## src/rtl/uart_alu_runner.sv

```systemverilog
// uart_alu_runner
//   Receives ALU command packets over a UART (8N1, LSB first), folds the
//   32-bit operands into an accumulator (0x10 = sum, 0x11 = product, both
//   modulo 2^32) and returns the 32-bit result as 4 bytes, little-endian.
//
//   Packet: opcode, reserved, N[7:0], N[15:8], then N operands of 4 bytes each
//   (little-endian).
//
// Parameters
//   CLK_FREQ_HZ - system clock frequency
//   BAUD_RATE   - serial bit rate; CLKS_PER_BIT = CLK_FREQ_HZ / BAUD_RATE
//
// Ports
//   clk_i   - sole clock, rising edge
//   reset_i - synchronous, active-high reset
//   rx_i    - asynchronous UART receive line, idle high
//   tx_o    - UART transmit line, idle high
//   busy_o  - high from the first packet byte until the response's last
//             stop bit has ended
//
// Build option
//   UART_ALU_ERR_RESP_EN - when defined, an unknown opcode answers 0xFFFFFFFF
//   once its payload has been consumed; when undefined it stays silent.
//
// Debug visibility: the packet FSM state is held in state_q (type state_t).
module uart_alu_runner #(
  parameter int CLK_FREQ_HZ = 12000000,
  parameter int BAUD_RATE   = 115200
) (
  input  logic clk_i,
  input  logic reset_i,
  input  logic rx_i,
  output logic tx_o,
  output logic busy_o
);

  localparam int          CLKS_PER_BIT = CLK_FREQ_HZ / BAUD_RATE;
  localparam int          HALF_BIT     = CLKS_PER_BIT / 2;
  localparam logic [15:0] BIT_LAST     = 16'(CLKS_PER_BIT - 1);
  localparam logic [15:0] HALF_LAST    = 16'(HALF_BIT - 1);
  localparam logic [7:0]  OP_ADD       = 8'h10;
  localparam logic [7:0]  OP_MUL       = 8'h11;

`ifdef UART_ALU_ERR_RESP_EN
  localparam bit ERR_RESP = 1'b1;
`else
  localparam bit ERR_RESP = 1'b0;
`endif

  typedef enum logic [2:0] {S_IDLE, S_HDR, S_DATA, S_CALC, S_RESP} state_t;

  // ---------------------------------------------------------------- receiver
  // rx_valid is a one-cycle strobe carrying rx_data. There is no ready:
  // the consumer takes the byte in that cycle or it is gone. The packet FSM
  // simply ignores it while a response is being sent, which is how bytes
  // arriving during a response get discarded.
  logic        rx_meta, rx_sync;
  logic        rx_active;
  logic [3:0]  rx_bit;      // 0 = start, 1..8 = data, 9 = stop
  logic [15:0] rx_cnt;
  logic [7:0]  rx_shift;
  logic        rx_valid;
  logic [7:0]  rx_data;

  always_ff @(posedge clk_i) begin
    if (reset_i) begin
      rx_meta   <= 1'b1;
      rx_sync   <= 1'b1;
      rx_active <= 1'b0;
      rx_bit    <= '0;
      rx_cnt    <= '0;
      rx_shift  <= '0;
      rx_valid  <= 1'b0;
      rx_data   <= '0;
    end else begin
      rx_meta  <= rx_i;
      rx_sync  <= rx_meta;
      rx_valid <= 1'b0;
      if (!rx_active) begin
        if (!rx_sync) begin
          rx_active <= 1'b1;
          rx_bit    <= '0;
          rx_cnt    <= '0;
        end
      // The start bit is sampled half a bit after the falling edge; every
      // later sample is one full bit after the previous one (mid-bit).
      end else if (rx_cnt == ((rx_bit == 4'd0) ? HALF_LAST : BIT_LAST)) begin
        rx_cnt <= '0;
        rx_bit <= rx_bit + 4'd1;
        if (rx_bit == 4'd0) begin
          if (rx_sync) rx_active <= 1'b0;   // glitch, not a real start bit
        end else if (rx_bit == 4'd9) begin
          rx_active <= 1'b0;
          if (rx_sync) begin                // framing error drops the byte
            rx_valid <= 1'b1;
            rx_data  <= rx_shift;
          end
        end else begin
          rx_shift <= {rx_sync, rx_shift[7:1]};
        end
      end else begin
        rx_cnt <= rx_cnt + 16'd1;
      end
    end
  end

  // ------------------------------------------------------------- packet FSM
  state_t      state_q, state_d;
  logic [7:0]  opcode_q;
  logic [1:0]  hdr_idx_q;
  logic [7:0]  n_lo_q;
  logic [15:0] n_rem_q;
  logic [1:0]  op_idx_q;
  logic [31:0] operand_q;
  logic [31:0] acc_q;
  logic [31:0] resp_q;
  logic [1:0]  tx_byte_q;
  logic [3:0]  tx_bit_q;
  logic [15:0] tx_cnt_q;

  logic        known;
  logic        answer;
  logic [31:0] acc_fold;
  logic [31:0] resp_value;
  logic [15:0] n_hdr;
  logic        tx_bit_end;
  logic        tx_last;
  logic [7:0]  tx_cur;

  always_comb begin
    known      = (opcode_q == OP_ADD) || (opcode_q == OP_MUL);
    answer     = known || ERR_RESP;
    acc_fold   = (opcode_q == OP_ADD) ? acc_q + operand_q :
                 (opcode_q == OP_MUL) ? acc_q * operand_q : acc_q;
    // Entering RESP from CALC happens in the same cycle as the last fold,
    // so the folded value is captured directly.
    resp_value = !known ? 32'hFFFF_FFFF :
                 (state_q == S_CALC) ? acc_fold : acc_q;
    n_hdr      = {rx_data, n_lo_q};
    tx_bit_end = (tx_cnt_q == BIT_LAST);
    tx_last    = tx_bit_end && (tx_bit_q == 4'd9) && (tx_byte_q == 2'd3);
    tx_cur     = resp_q[{tx_byte_q, 3'b000} +: 8];
  end

  always_comb begin
    state_d = state_q;
    case (state_q)
      S_IDLE: if (rx_valid) state_d = S_HDR;
      S_HDR: begin
        if (rx_valid && hdr_idx_q == 2'd3) begin
          if (n_hdr != 16'd0) state_d = S_DATA;
          else                state_d = answer ? S_RESP : S_IDLE;
        end
      end
      S_DATA: if (rx_valid && op_idx_q == 2'd3) state_d = S_CALC;
      S_CALC: begin
        if (n_rem_q != 16'd1) state_d = S_DATA;
        else                  state_d = answer ? S_RESP : S_IDLE;
      end
      S_RESP: if (tx_last) state_d = S_IDLE;
      default: state_d = S_IDLE;
    endcase
  end

  always_ff @(posedge clk_i) begin
    if (reset_i) begin
      state_q   <= S_IDLE;
      opcode_q  <= '0;
      hdr_idx_q <= '0;
      n_lo_q    <= '0;
      n_rem_q   <= '0;
      op_idx_q  <= '0;
      operand_q <= '0;
      acc_q     <= '0;
      resp_q    <= '0;
      tx_byte_q <= '0;
      tx_bit_q  <= '0;
      tx_cnt_q  <= '0;
    end else begin
      state_q <= state_d;
      case (state_q)
        S_IDLE: begin
          if (rx_valid) begin
            opcode_q  <= rx_data;
            acc_q     <= (rx_data == OP_MUL) ? 32'd1 : 32'd0;
            hdr_idx_q <= 2'd1;
            op_idx_q  <= 2'd0;
          end
        end
        S_HDR: begin
          if (rx_valid) begin
            hdr_idx_q <= hdr_idx_q + 2'd1;
            if (hdr_idx_q == 2'd2) n_lo_q  <= rx_data;
            if (hdr_idx_q == 2'd3) n_rem_q <= n_hdr;
          end
        end
        S_DATA: begin
          if (rx_valid) begin
            operand_q <= {rx_data, operand_q[31:8]};
            op_idx_q  <= op_idx_q + 2'd1;
          end
        end
        S_CALC: begin
          acc_q   <= acc_fold;
          n_rem_q <= n_rem_q - 16'd1;
        end
        S_RESP: begin
          if (tx_bit_end) begin
            tx_cnt_q <= '0;
            if (tx_bit_q == 4'd9) begin
              tx_bit_q  <= '0;
              tx_byte_q <= tx_byte_q + 2'd1;
            end else begin
              tx_bit_q <= tx_bit_q + 4'd1;
            end
          end else begin
            tx_cnt_q <= tx_cnt_q + 16'd1;
          end
        end
        default: ;
      endcase
      if (state_q != S_RESP && state_d == S_RESP) begin
        resp_q    <= resp_value;
        tx_byte_q <= '0;
        tx_bit_q  <= '0;
        tx_cnt_q  <= '0;
      end
    end
  end

  // Frame bit 0 is the start bit, 1..8 data LSB first, 9 the stop bit.
  always_comb begin
    tx_o = 1'b1;
    if (state_q == S_RESP) begin
      if (tx_bit_q == 4'd0)      tx_o = 1'b0;
      else if (tx_bit_q <= 4'd8) tx_o = tx_cur[3'(tx_bit_q - 4'd1)];
    end
    busy_o = (state_q != S_IDLE);
  end

endmodule

```

## config.mk

```make
export PLATFORM = sky130hd
export DESIGN_NAME = uart_alu_runner
export DESIGN_NICKNAME = d
export VERILOG_FILES = /design/src/rtl/uart_alu_runner.sv
export SDC_FILE = /design/constraint.sdc
export NUM_CORES = 2
export LEC_CHECK = 0
export ABC_CLOCK_PERIOD_IN_PS = 6700
export CORE_ASPECT_RATIO = 1.2
export CORE_MARGIN = 4
export CORE_UTILIZATION = 35
export DETAILED_ROUTE_END_ITERATION = 12
export PLACE_DENSITY = 0.47
export RECOVER_POWER = 25
export SLEW_MARGIN = 20
export SYNTH_ARGS = -nofsm -noshare
export SYNTH_HDL_FRONTEND = slang
export SYNTH_SLANG_ARGS = --single-unit
```

## constraint.sdc

```tcl
create_clock -name clk_i -period 6.7 [get_ports clk_i]
set_input_delay 2.01 -clock clk_i [delete_from_list [all_inputs] [get_ports clk_i]]
set_output_delay 2.01 -clock clk_i [all_outputs]
set_load 0.01 [all_outputs]
```

==> flow_summary.toml <==
[outcome]
status = "finished with violations"
violations = "setup timing"

[yosys]
synth_fp_nets = 3662
avgSynthCellArea_sq_um = 8.52
synth.lib_cells_used.distinct = 78
number_of_warnings_printed_during_yosys_synthesis = 0
async_flop_share = 0
synth_seq_area_share = 0.150
yosys_most_used_dff = "dfxtp_1"
syn-cell-area_sq_mm = 0.0263
syn_inst = 3080
yosys_register_bits = 197
synth-edff-count = 0

[hold_path]
whs_path_depth = 1
worstHoldPathType = "reg -> reg"

[clock_tree]
tritoncts = "built"
cts.sinks = 197
clock_pin_slew_on_the_worst_setup_and_hold_paths_ns = 0.09
cts.root.buffer_cell = "clkbuf_16"
cts_max_level = 4
maximum_buffer_depth_of_the_clock_tree = 2
post_cts_hold_buffer_count = 0
clock_insertion_delay_worst_skew_ns = 0.47
total_cts_buffers = 17

[timing]
period_minus_slack_ns = 7.18
postLayoutSetupSlackWorst_ns = -0.476
worst-slew-pin-transition_ns = 1.30
slew_headroom = 0.128
min_period_over_period = 1.07
finalHoldWorstSlack_ns = 0.435
setup_repair_after_global_routing_missed_its_margin = "yes"
skew_ns = 0.0175
hold_violations = 0
final-setup-viol-count = 32
maxSlewViolCount = 0
clock.fmax_ghz = 0.139

[routing]
detailedRoute.firstPassIterationCount = 5
detailroute.via_count = 22100
drt.antenna.violating_nets = 0
initialDrtViolationCount = 1164
post_drt_via_cell_ratio = 5.11
post_drt_wl_per_cell_um = 20.9
drc_violations_left = 0
finalWirelength_um = 90600

[layout]
final_cell_area_sq_mm = 0.0324
final_cell_count_no_fill = 4328
antenna-diode-count = 0
area_delta_synth_final_pct = 23.3
finalNetCount = 3898
post_route_cells_drive_above_1_share = 0.217

[floorplanning]
die_width_um = 258
coreArea_sq_mm = 0.0741
initial_core_util = 0.355
floorplan.rows = 109
die-height_um = 308
die_area_sq_mm = 0.0795
ios = 5

[worst_setup_path]
worstPathArrival_ns = 7.55
timing.critical_path.fanout_max = 6
critPathTopFamily = "adder cells"
cp_cell_sequence = "buf_6 > and2_4 > fa_1 > inv_1 > fa_1 > fa_2 > fa_1 > inv_1 > fa_1 > fa_1 > fa_1 > fa_1 > ha_4 > nand3_2 > o211ai_1 > or4_1 > a221o_1 > a31oi_2 > buf_6 > a21oi_4 > a31oi_2 > xnor2_1 > mux2i_1 > a311oi_1"
critical_path_depth = 24
critPathMaxStageDelay_ns = 0.59
setup.worst_path.end_class = "flop"
ff_to_ff_path_depth = 24
worst-r2r-setup-slack_ns = -0.48
timing.critical_path.from_type = "flop"
worstSetupPathType = "reg -> reg"
crit_top_cell = "fa_1"
critical_path.n_buffers_inverters = 4
cp.required_ns = 7.07
timing.critical_path.slowest_stage_cell = "fa_1"

[placed_design]
finalWeightedCongestion = 0.905
numPlacedInstances = 4250
placement.cell_area_sq_mm = 0.0298
buffer_ports.inserted = 4
detailedPlacementHpwl_um = 71400
dpl_worst_slack_ns = -0.886

[power]
ir_worst_vdd_v = 0.000147
report.power.total_mw = 2.37
power_density_mw_per_mm2 = 73.3
static-leakage-power_nw = 14.3

[global_routing]
track_usage = 0.231
grt_first_pass_wirelength_um = 142000
grt_max_degree = 83
first_global_vias = 24000
globalRoute.totalOverflow = 0
antenna_violations_before_repair = 0

[flow_run]
max_cap_viol_count = 0
worst reg2reg max path, delay by kind of cell (launching register included):
kind,cells,cell delay (ns)
adder cells (fa/ha/maj),9,4.27
AO/OA/AOI/OAI,6,1.11
AND/OR/NAND/NOR,3,0.63
buffers and inverters,4,0.41
flip-flops,1,0.39
XOR/XNOR,1,0.17
multiplexers,1,0.10
synth_stat cells, types with 21 or more instances:
cell type	count	area [sq um]
xnor2_1	84	736
o21ai_0	98	490
and3_1	21	131
fa_1	409	8190
inv_1	411	1540
xor2_1	39	342
dfxtp_1	197	3940
a211oi_1	25	188
a21oi_1	200	1000
mux2i_1	21	210
nor2_1	169	634
nand3_1	44	220
ha_1	170	2130
clkbuf_1	169	634
nand2_1	414	1550
a21o_1	22	165
and2_1	306	1910
nor3_1	36	180
per-layer routing:
layer | vias up | GRT usage | share of wire
met3 | 130 | 0.0218 | 0.033
met4 | 0 | 0.0682 | 0.033
met5 | - | 0 | 0
met1 | 11300 | 0.286 | 0.41
li1 | 10300 | - | -
met2 | 431 | 0.426 | 0.52
cells in the final DEF, fill, tap and decap left out, types with 31 or more instances in the layout:
| cell | n |
|---|---|
| nand2_1 | 409 |
| inv_1 | 389 |
| fa_1 | 366 |
| buf_4 | 312 |
| and2_1 | 269 |
| a21oi_1 | 179 |
| dfxtp_1 | 166 |
| nor2_1 | 159 |
| ha_1 | 136 |
| o21ai_0 | 85 |
| xnor2_1 | 74 |
| buf_6 | 53 |
| fa_2 | 43 |
| nand3_1 | 40 |
| and2_4 | 37 |
| xor2_1 | 34 |
| nor3_1 | 31 |
power breakdown:
group / total [mW] / switching, mW / internal (mW) / leakage [nW]
clock: 1.17 / 0.611 / 0.560 / 0.313
sequential: 1.16 / 0.00146 / 1.16 / 1.61
combinational: 0.0377 / 0.0314 / 0.00627 / 12.4
total: 2.37 / 0.644 / 1.73 / 14.3
through the flow:
stage	setup TNS (ns)	util
3_5_place_dp	-20.40	0.402
2_1_floorplan	-0.856	-
6_report	-7.30	0.437
4_1_cts	-7.16	0.426
3_3_place_gp	-18.79	0.402
5_1_grt	-14.84	0.437
flip-flops by register name (all words and copies together) (netlist names), 2 cells and up:
signal	count
tx_cnt_q	16
rx_cnt	16
n_rem_q	16
state_q	3
op_idx_q	2
operand_q	32
n_lo_q	8
rx_data	8
hdr_idx_q	2
rx_bit	4
opcode_q	8
tx_byte_q	2
tx_bit_q	4
rx_shift	8
resp_q	32
acc_q	32
cell type report:
cell class | instances | area [sq um]
well taps | 999 | 1250
fillers | 7297 | 41700
multi-input cells | 2292 | 21400
clock inverters | 15 | 230
inverters | 412 | 1550
flip-flops and latches | 197 | 4030
clock buffers | 17 | 425
repair buffers | 396 | 3510
worst paths after layout:
check / from / endpoint
max: operand_q[3]$_SDFFE_PP0P_ / resp_q[30]$_SDFFE_PP0P_
min: rx_meta$_SDFF_PP1_ / rx_sync$_SDFF_PP1_
max reg2reg: operand_q[3]$_SDFFE_PP0P_ / resp_q[30]$_SDFFE_PP0P_
min reg2reg: rx_meta$_SDFF_PP1_ / rx_sync$_SDFF_PP1_
logic make-up (layout without fill, tap and decap cells):
| logic type | count (synthesis) | in the layout | synth area share |
|---|---|---|---|
| xor gates and xnor gates | 124 | 124 | 0.0419 |
| and+or+nand+nor | 1068 | 1068 | 0.197 |
| adders and majority gates | 579 | 579 | 0.393 |
| AOI/OAI and AO/OA | 487 | 487 | 0.115 |
| muxes | 34 | 34 | 0.0179 |
| buffers and inverters | 591 | 840 | 0.0848 |
| DFF | 197 | 197 | 0.150 |
what timing repair did:
item,4_1_cts,5_1_grt
endpoints found under the setup margin,38,39
buffers inserted,36,19
hold endpoints to repair,0,0
cloned,1,0
pin swaps,105,123
gates resized for setup,237,158
No activity file was read; power rests on OpenSTA's default activity.
